[config.mk]
export PLATFORM = sky130hd
export DESIGN_NAME = fetch_unit
export DESIGN_NICKNAME = d
export VERILOG_FILES = /design/src/rtl/fetch_unit.sv
export SDC_FILE = /design/constraint.sdc
export NUM_CORES = 1
export LEC_CHECK = 0
export CAP_MARGIN = 20
export CORE_AREA = 4 4 135 124
export DETAILED_ROUTE_END_ITERATION = 10
export DIE_AREA = 0 0 139 128
export PLACE_DENSITY_LB_ADDON = 0.08
export SYNTH_ARGS = -nofsm -noshare
export SYNTH_HDL_FRONTEND = slang
export SYNTH_SLANG_ARGS = --single-unit
export TNS_END_PERCENT = 5
[constraint.sdc]
create_clock -name clock -period 6.02 [get_ports clock]
set_clock_uncertainty 0.05 [all_clocks]
set_input_delay 0.903 -clock clock [delete_from_list [all_inputs] [get_ports clock]]
set_output_delay 0.903 -clock clock [all_outputs]
set_load 0.05 [all_outputs]
[src/rtl/fetch_unit.sv]
// fetch_unit: instruction fetch stage feeding the decoder.
//
// Owns the program counter, issues one word read at a time to instruction
// memory, buffers returned words (with their PCs) in a small FIFO and hands
// them to the decoder through a valid/ready handshake. A redirect loads a new
// PC and flushes both the buffered and the in-flight work.
//
// Ports:
//   clock, reset_n                 clock and synchronous active-low reset
//   imem_req_valid/ready/addr      fetch request channel (addr == pc)
//   imem_resp_valid/data           fetch response, one per accepted request
//   redirect_valid/pc              one-cycle redirect pulse and its target
//   instr_valid/ready              decoder handshake on the FIFO head
//   instruction, instr_pc          FIFO head word and its PC
module fetch_unit #(
   parameter logic [31:0] RESET_PC   = 32'h0000_0000,
   parameter int          FIFO_DEPTH = 2
) (
   input  logic        clock,
   input  logic        reset_n,
   output logic        imem_req_valid,
   input  logic        imem_req_ready,
   output logic [31:0] imem_req_addr,
   input  logic        imem_resp_valid,
   input  logic [31:0] imem_resp_data,
   input  logic        redirect_valid,
   input  logic [31:0] redirect_pc,
   output logic        instr_valid,
   input  logic        instr_ready,
   output logic [31:0] instruction,
   output logic [31:0] instr_pc
);

   localparam int PTR_W = $clog2(FIFO_DEPTH);
   localparam int CNT_W = $clog2(FIFO_DEPTH + 1);
   localparam logic [CNT_W-1:0] FULL_CNT = CNT_W'(FIFO_DEPTH);

   typedef enum logic [1:0] {
      REQ   = 2'd0,
      WAIT  = 2'd1,
      DRAIN = 2'd2
   } state_t;

   state_t            state, state_next;
   logic [31:0]       pc, pc_next;
   logic [31:0]       req_pc;
   logic [31:0]       redirect_target;
   logic [CNT_W-1:0]  count, count_next;
   logic [PTR_W-1:0]  wr_ptr, rd_ptr;
   logic [31:0]       fifo_instr [FIFO_DEPTH];
   logic [31:0]       fifo_pc    [FIFO_DEPTH];
   logic              req_fire;
   logic              push;
   logic              pop;

   // Masking keeps every target bit in use while forcing word alignment.
   assign redirect_target = redirect_pc & 32'hFFFF_FFFC;
   assign imem_req_addr   = pc;

   // Gated by reset_n so the outputs are quiet during the reset cycle itself,
   // before the synchronous clear of count has taken effect.
   assign instr_valid = reset_n && (count != '0);
   assign instruction = fifo_instr[rd_ptr];
   assign instr_pc    = fifo_pc[rd_ptr];

   // A redirect flushes the FIFO, so a pop in the same cycle is meaningless.
   assign pop      = instr_valid && instr_ready && !redirect_valid;
   assign req_fire = imem_req_valid && imem_req_ready;

   always_comb begin
      state_next     = state;
      pc_next        = pc;
      imem_req_valid = 1'b0;
      push           = 1'b0;
      case (state)
         REQ: begin
            imem_req_valid = reset_n && !redirect_valid && (count < FULL_CNT);
            if (redirect_valid) begin
               pc_next = redirect_target;
            end else if (imem_req_valid && imem_req_ready) begin
               pc_next    = pc + 32'd4;
               state_next = WAIT;
            end
         end
         WAIT: begin
            if (redirect_valid) begin
               pc_next    = redirect_target;
               // Response arriving with the redirect is simply dropped;
               // otherwise it is still owed and must be drained.
               state_next = imem_resp_valid ? REQ : DRAIN;
            end else if (imem_resp_valid) begin
               push       = 1'b1;
               state_next = REQ;
            end
         end
         DRAIN: begin
            if (redirect_valid) begin
               pc_next = redirect_target;
            end
            if (imem_resp_valid) begin
               state_next = REQ;
            end
         end
         default: begin
            state_next = REQ;
         end
      endcase
   end

   always_comb begin
      count_next = count;
      if (redirect_valid) begin
         count_next = '0;
      end else if (push && !pop) begin
         count_next = count + CNT_W'(1);
      end else if (pop && !push) begin
         count_next = count - CNT_W'(1);
      end
   end

   // Control state: reset applies here only.
   always_ff @(posedge clock) begin
      if (!reset_n) begin
         state  <= REQ;
         pc     <= RESET_PC;
         count  <= '0;
         wr_ptr <= '0;
         rd_ptr <= '0;
      end else begin
         state <= state_next;
         pc    <= pc_next;
         count <= count_next;
         if (redirect_valid) begin
            wr_ptr <= '0;
            rd_ptr <= '0;
         end else begin
            if (push) begin
               wr_ptr <= wr_ptr + PTR_W'(1);
            end
            if (pop) begin
               rd_ptr <= rd_ptr + PTR_W'(1);
            end
         end
      end
   end

   // Datapath storage: contents are qualified by count, so no reset needed.
   always_ff @(posedge clock) begin
      if (req_fire) begin
         req_pc <= pc;
      end
      if (push) begin
         fifo_instr[wr_ptr] <= imem_resp_data;
         fifo_pc[wr_ptr]    <= req_pc;
      end
   end

endmodule
# [Yosys cells after proc, flatten, opt, wreduce, memory -nomap -nowiden]
# Memories as Yosys holds them, arrays and structs flattened. A register that Yosys moved wholly into a read port is not among the register bits.
# Index checks and enable logic that the tools add are counted.
[totals] regBits=70 mem_bits_rw=128 input_bits=70 memories=2
[classes] addsub=5 order_cmp=1 eq_ne=6 mux=22 bitwise=1 reduce_logical=20
[memory_table] memory="fifo_instr" depth=2 width=32 read_ports=1 rd_clocked_by_memory_dff=1 wr=1 line="50" text="logic [31:0] fifo_instr [FIFO_DEPTH];"
[memory_table] memory="fifo_pc" depth=2 width=32 read_ports=1 rd_clocked_by_memory_dff=1 wr=1 line="51" text="logic [31:0] fifo_pc [FIFO_DEPTH];"
[op_table] operator="$mux 32" count=3
[op_table] operator="$pmux 32 s2" count=1
[op_table] operator="$add 32x3->32 const B" count=1
[op_table] operator="$mux 2" count=7
[op_table] operator="$mux 1" count=10
[op_table] operator="$logic_and 1x1->1" count=9
[op_table] operator="$pmux 2 s3" count=1
[op_table] operator="$reduce_bool 2->1" count=3
[op_table] operator="$ne 2x2->1 const B" count=2
[op_table] operator="$reduce_or 2->1" count=2
[op_table] operator="$logic_not 1->1" count=3
[op_table] operator="$ne 3x3->1 const B" count=1
[op_table] operator="$reduce_and 3->1" count=1
[op_table] operator="$add 1x1->1 const B" count=2
[op_table] operator="$add 2x1->2 const B" count=1
[op_table] operator="$eq 2x1->1 const B" count=1
[op_table] operator="$eq 2x2->1 const B" count=1
[op_table] operator="$logic_not 2->1" count=1
[op_table] operator="$lt 2x2->1 const B" count=1
[op_table] operator="$ne 2x1->1 const B" count=1
[op_table] operator="$reduce_and 2->1" count=1
[op_table] operator="$sub 2x1->2 const B" count=1
[op_table] operator="$not 1->1" count=1

# [Depth between registers and ports, before layout]
# Gate-level depths: netlist of run 1.
[logic_depth] word_depth=7 ltp_mapped=9 mapped_depth_nobuf=9

# [Least setup slack after synthesis of run 1]
# No wires, ideal clock.
[synth_path] path_kind="in2reg" start="input redirect_valid" end="memory fifo_instr[0][0] (enable)" setup_time_ns=0.482 arrival_ns=3.968 setup_slack_ns=1.520 cell_stages=4 cell_sequence="clkbuf_1 > nor2b_1 > nand2_1 > nor2_1"
[synth_between] elab_chain_len=4
[synth_rtl] item="from (decl)" line="26" text="input logic redirect_valid,"
[synth_rtl] item="$mux 1" line="86" text="if (redirect_valid) begin"
[synth_rtl] item="$mux 1" line="75" text="case (state)"
[synth_rtl] item="$mux 1" line="152" text="if (push) begin"
[synth_rtl] item="$mux 1 (implied by the code)" line="153" text="fifo_instr[wr_ptr] <= imem_resp_data;"
[synth_rtl] item="to (decl)" line="50"
# No other way between the ends.

# [Final worst setup path of run 1]
[layout_path] start="input reset_n" end="output instr_valid"
[layout_between] elab_chain_len=1
[layout_rtl] item="from (decl)" line="20" text="input logic reset_n,"
[layout_rtl] item="$logic_and 1x1->1" line="62" text="assign instr_valid = reset_n && (count != '0);"
[layout_rtl] item="to (decl)" line="28" text="output logic instr_valid,"
# No other way between the ends.

==> out/metrics.cfg, run 1 <==
[timing]
max_clock_freq_mhz=257
rsz0062_at_grt=no
timing.slew.headroom=0.366
timing_hold_violations_final=0
post_route_setup_tns_ps=0
final_count_of_pins_violating_max_slew=0
period_share=0.647
worst_slew_pin_slew_ps=950
setup_viol=0
finalCriticalPeriod_ps=3890

[yosys]
synth_edf_count=154
synth-warning-count=0
distinct_cell_type_count_after_synthesis=51
asyncSetResetFlopFracSynth=0
synthDominantCellAreaShare=0.598
post_synth_main_area_contributors=edfxtp_1 60%, dfxtp_1 9.6%, mux2_2 9.0%
mappedNetlistArea_sq_um=7730
number_of_synthesized_register_bits=191
postSynthCellCount=547
netlist.top_cell.by_area=edfxtp_1
synth_ff_type=edfxtp_1
synth.cells.most_frequent=154 x edfxtp_1, 62 x mux2_2, 43 x nand2_1
yosysMostFrequentCell=edfxtp_1
synth_sequential_area_ratio=0.694
synthesis.area_per_instance_sq_um=14.1

[global_route]
grtUsageMet3=0.0526
initial_antenna_violation_count=0
global_route.overflow_total=0
globalRouteMet1Util=0.245
global_route.usage.met2=0.322
first_global_vias=5072
grt_util_all_layers=0.192
gr-max-usage-layer=met2
grt_max_degree=63
grt_first_pass_wirelength_um=26700

[clocking]
tritoncts_num_sinks=191
ctsResizeCount=0
number_of_cts_inserted_buffers=17
cts.clk_slew.worst_paths_ps=70
worstSkewPairLatency_ps=420
library_cell_used_as_clock_root_buffer=clkbuf_16
cts.repair_timing.setup_buffer_count=0
clock_path_buffers=2
clock_tree_from_tritoncts=yes
cts_hold_repair.buffers=0
cts.htree.levels=4

[worst_setup_path]
origin_of_the_critical_flop_to_flop_path=state[1]
startpoint_type=primary input
worst_r2r_endpoint=fifo_pc[0][29]
critical_path.cell_chain=clkdlybuf4s50_1, buf_4, inv_1, nor2_1, clkdlybuf4s50_1
crit_slowest_cell=clkdlybuf4s50_1
path_delay_family=buffers and inverters
reg2reg_depth=6
cp-end-kind=primary output
cp_slowest_stage_delay_ps=810
worst-setup-path-type=in2out
timing.critical_path.required_ps=5070
reg2reg_slack_ps=3330
path_buf_inv=4
crit_top_cell=clkdlybuf4s50_1
worst-endpoint-arrival_ps=2940
cp_max_fo=23

[floorplanning]
placementRows=43
die_area_sq_um=17800
die_width_um=139
initial_core_util=0.506
coreArea_sq_um=15300
die-height_um=128
top_level_ports=168

[drt]
post-route-drc-count=0
wirelength_um=17200
detail-route-antenna-nets=0
initialDrtViolationCount=373
first_pass_iters=5
wl_per_cell_um=18.7
via_per_inst=5.54
dr_total_vias=5104

[finish]
ratio_of_cells_with_drive_above_1_in_the_final_layout=0.160
antenna_cells_inserted=0
areaGrowthSynthToFinish_pct=32.1
finish.net_count=782

[power_and_ir_drop]
intPower_mw=2.31
power_density_nw_per_um2=294
netSwitchingPower_uw=694
total_leakage_power_nw=3.43
power.switching_fraction=0.231
seq_power_share=0.495
p_total_mw=3.00
power.share.combinational=0.091
power.share.clock=0.414
power.ir.vdd_worst_uv=196

[min_path]
worst_hold_path_type=reg2reg
holdPathEnd=fifo_pc[0][20]
hold_start=req_pc[20]
worstHoldPathCells=0

[status]
outcome=finished, final reports clean

[placement]
finalWeightedCongestion=0.787
place.detailed.hpwl_um=11100
port_buffers=161

[run]
max_cap_viol_count=0

-- power by group through the flow --
stage               Sequential [mW]  Clock (mW)  Combinational, mW
CTS                            1.49        1.26              0.272
detailed placement             1.52           0              0.270
global route                   1.49        1.32              0.289
floorplan                      1.56           0              0.107
global placement               1.51           0              0.265
finish                         1.49        1.24              0.274
-- worst max path at each step --
stage	slack, ps	depth (start not counted)	start	end
after floorplan	1520	4	redirect_valid	fifo_instr[0][0]
after global placement	2130	5	reset_n	instr_valid
after detailed placement	2130	5	reset_n	instr_valid
after CTS	2150	5	reset_n	instr_valid
after global routing	2000	5	reset_n	instr_valid
final	2130	5	reset_n	instr_valid
-- layer usage --
layer | up-vias | wire length, um
li1 | 2397 | -
met1 | 2522 | 7430
met2 | 169 | 8590
met3 | 16 | 991
met4 | 0 | 204
met5 | - | 0
-- cells by family after synthesis --
kind of cell / synth area share
adder cells (fa/ha/maj): 0.00971
buffers and inverters: 0.0209
AND/OR/NAND/NOR: 0.0964
XOR/XNOR: 0.00453
flip-flops: 0.694
other: 0.000485
AO/OA/AOI/OAI: 0.0828
multiplexers: 0.0916
-- registers in the layout, summed over array words and instances, names as in the netlist, named ones only --
register / cells
fifo_instr: 64
fifo_pc: 60
imem_req_addr: 30
req_pc: 30
count: 2
state: 2
rd_ptr: 1
wr_ptr: 1
-- layout by cell type, fill, tap and decap left out, types with 5 or more instances in the layout --
| master | Yosys | final |
|---|---|---|
| a21oi_1 | 23 | 23 |
| a22oi_1 | 7 | 7 |
| a31oi_1 | 10 | 10 |
| bufinv_16 | 0 | 5 |
| clkbuf_16 | 0 | 17 |
| clkdlybuf4s50_1 | 0 | 161 |
| dfxtp_1 | 37 | 36 |
| edfxtp_1 | 154 | 154 |
| ha_1 | 6 | 6 |
| inv_1 | 10 | 10 |
| mux2_2 | 62 | 62 |
| nand2_1 | 43 | 43 |
| nand3_1 | 11 | 11 |
| nand4_1 | 8 | 8 |
| nor2_1 | 37 | 36 |
| nor3_1 | 6 | 6 |
| o21ai_0 | 24 | 24 |
-- final cells by class --
type	count	area, sq um
timing repair buffer	166	1660
clock buffer	18	429
multi-input combinational	320	2250
fill	1108	5060
tap	202	253
inverter	10	37.5
clock inverter	14	228
sequential	191	5370
-- metrics by stage --
step | utilization | hold slack [ps] | setup slack [ps] | std cells | instance area [sq um]
CTS | 0.668 | 399 | 2150 | 920 | 10200
global placement | 0.625 | 372 | 2130 | 888 | 9550
global route | 0.669 | 404 | 2000 | 921 | 10200
detailed placement | 0.625 | 382 | 2130 | 888 | 9550
floorplan | - | 371 | 1520 | 550 | 7750
finish | 0.669 | 398 | 2130 | 921 | 10200
Note: power is estimated with default switching activity, not from simulation.
==> run 2: changes to the inputs <==
--- a/config.mk
+++ b/config.mk
@@ -6,9 +6,9 @@
 export NUM_CORES = 1
 export LEC_CHECK = 0
 export CAP_MARGIN = 20
-export CORE_AREA = 4 4 135 124
+export CORE_AREA = 4 4 142 131
 export DETAILED_ROUTE_END_ITERATION = 10
-export DIE_AREA = 0 0 139 128
+export DIE_AREA = 0 0 146 135
 export PLACE_DENSITY_LB_ADDON = 0.08
 export SYNTH_ARGS = -nofsm -noshare
 export SYNTH_HDL_FRONTEND = slang
==> constraint.sdc (replaced) <==
create_clock -name clock -period 3.15 [get_ports clock]
set_clock_uncertainty 0.05 [all_clocks]
set_input_delay 0.4725 -clock clock [delete_from_list [all_inputs] [get_ports clock]]
set_output_delay 0.4725 -clock clock [all_outputs]
set_load 0.05 [all_outputs]
==> out/metrics.cfg, run 2 (synthesized netlist as in run 1, its figures left out) <==
[drt]
via_per_inst=5.40  ; -2.5%
first_pass_iters=5  ; unchanged
detail-route-antenna-nets=0  ; unchanged
post-route-drc-count=0  ; unchanged
dr_total_vias=5104  ; unchanged
initialDrtViolationCount=356  ; -4.6%
wl_per_cell_um=18.6  ; -0.72%
wirelength_um=17500  ; +1.9%

[timing]
fin_ws_ps=300  ; -1830 ps
finalCriticalPeriod_ps=2850
final_count_of_pins_violating_max_slew=0  ; unchanged
timing_hold_violations_final=0  ; unchanged
rsz0062_at_grt=no
timing.slew.headroom=0.500  ; +0.133
period_share=0.905
max_clock_freq_mhz=351
post_route_setup_tns_ps=0  ; unchanged
setup_viol=0  ; unchanged
worst_slew_pin_slew_ps=744  ; -206 ps

[finish]
ratio_of_cells_with_drive_above_1_in_the_final_layout=0.174  ; +0.0143
final_core_util=0.601  ; -0.0682
stdcell_count=945  ; +2.6%
layout.area.seq_sq_um=5370  ; unchanged
antenna_cells_inserted=0  ; unchanged
final_cell_mix=159 x clkdlybuf4s50_1, 154 x edfxtp_1, 62 x mux2_2
largest_register_ff_count=64  ; unchanged
top_register=fifo_instr
reg.largest.list=fifo_instr x64, fifo_pc x60
most_common_cell_after_layout_fill_and_taps_aside=clkdlybuf4s50_1
areaGrowthSynthToFinish_pct=33.6
multi_input_area_sq_um=2250  ; unchanged
filler_cell_count=1352  ; +22%
finish.net_count=794  ; +1.5%

[global_route]
global_route.usage.met2=0.291  ; -0.0319
grt_util_all_layers=0.178  ; -0.0141
grt_first_pass_wirelength_um=27400  ; +2.7%
gr-max-usage-layer=met2
globalRouteMet1Util=0.222  ; -0.0222
grt_max_degree=47  ; -25%
first_global_vias=5236  ; +3.2%
grtUsageMet3=0.0487  ; -0.00393
global_route.overflow_total=0  ; unchanged
initial_antenna_violation_count=0  ; unchanged

[floorplanning]
top_level_ports=168  ; unchanged
die-height_um=135  ; +5.5%
die_area_sq_um=19700  ; +11%
die_width_um=146  ; +5.0%
initial_core_util=0.449  ; -0.0568
coreArea_sq_um=17200  ; +13%
placementRows=46  ; +7.0%

[placement]
count_of_placed_standard_cells_including_taps=914  ; +2.9%
port_buffers=161  ; unchanged
finalWeightedCongestion=0.828  ; +5.2%
place.detailed.hpwl_um=11900  ; +7.2%
post_place_setup_slack_ps=331  ; -1800 ps

[worst_setup_path]
startpoint_type=flop
worst_r2r_endpoint=imem_req_addr[31]
worst-setup-path-type=reg2out
reg2reg_depth=7  ; +1
cp-end-kind=primary output
timing.critical_path.required_ps=2630  ; -2440 ps
worst-endpoint-arrival_ps=2330  ; -610 ps
reg2reg_slack_ps=570  ; -2760 ps
cp_max_fo=24  ; +4.3%
crit_end=instruction[24]
origin_of_the_critical_flop_to_flop_path=state[0]

[clocking]
ctsResizeCount=0  ; unchanged
cts.clk_slew.worst_paths_ps=70  ; about the same
library_cell_used_as_clock_root_buffer=clkbuf_16
cts.repair_timing.setup_buffer_count=0  ; unchanged
cts_hold_repair.buffers=0  ; unchanged
cts.htree.levels=4  ; unchanged
number_of_cts_inserted_buffers=17  ; unchanged
worstSkewPairLatency_ps=420  ; about the same
clock_path_buffers=2  ; unchanged
clock_tree_from_tritoncts=yes
tritoncts_num_sinks=191  ; unchanged

[run]
max_cap_viol_count=0  ; unchanged

[power_and_ir_drop]
total_leakage_power_nw=3.48  ; +1.5%
power_density_nw_per_um2=535  ; +82%
p_total_mw=5.53  ; +84%
power.ir.vdd_worst_uv=377  ; +92%

[status]
outcome=finished, final reports clean

[min_path]
worst_hold_path_type=reg2reg

[run 2: metal layers]
layer	vias to the layer above	wire, um
met3	26	968
li1	2429	-
met4	0	408
met1	2491	7650
met2	158	8500
met5	-	0
[run 2: stage by stage]
step / hold slack, ps / area (sq um)
floorplan: 371 / 7750
global placement: 372 / 9740
detailed placement: 381 / 9740
CTS: 398 / 10300
global route: 401 / 10300
finish: 398 / 10300
[run 2: how the worst min path moves through the flow]
stage | start | to | cells past startpoint
after global placement | req_pc[10] | fifo_pc[1][10] | 0
after floorplan | req_pc[10] | fifo_pc[0][10] | 0
final | req_pc[10] | fifo_pc[0][10] | 0
after detailed placement | req_pc[23] | fifo_pc[1][23] | 0
after CTS | req_pc[23] | fifo_pc[0][23] | 0
after global routing | req_pc[22] | fifo_pc[0][22] | 0
[run 2: area by class of cell]
type,count,share of cell area
flip-flops and latches,191,0.519
well taps,216,0.0261
multi-input cells,320,0.217
clock inverters,12,0.0154
clock buffers,18,0.0415
repair buffers,178,0.177
inverters,10,0.00363
[run 2: power breakdown]
| part | leakage [nW] | switching (mW) | total [mW] | internal, mW |
|---|---|---|---|---|
| sequential | 1.71 | 0.0676 | 2.84 | 2.77 |
| clock | 0.289 | 0.903 | 2.15 | 1.25 |
| combinational | 1.48 | 0.315 | 0.532 | 0.217 |
[run 2: worst max-delay path: stages (launching register included)]
cell and delay [ps]:
dfxtp_4 600, buf_12 230, mux2_2 350, clkdlybuf4s50_1 710
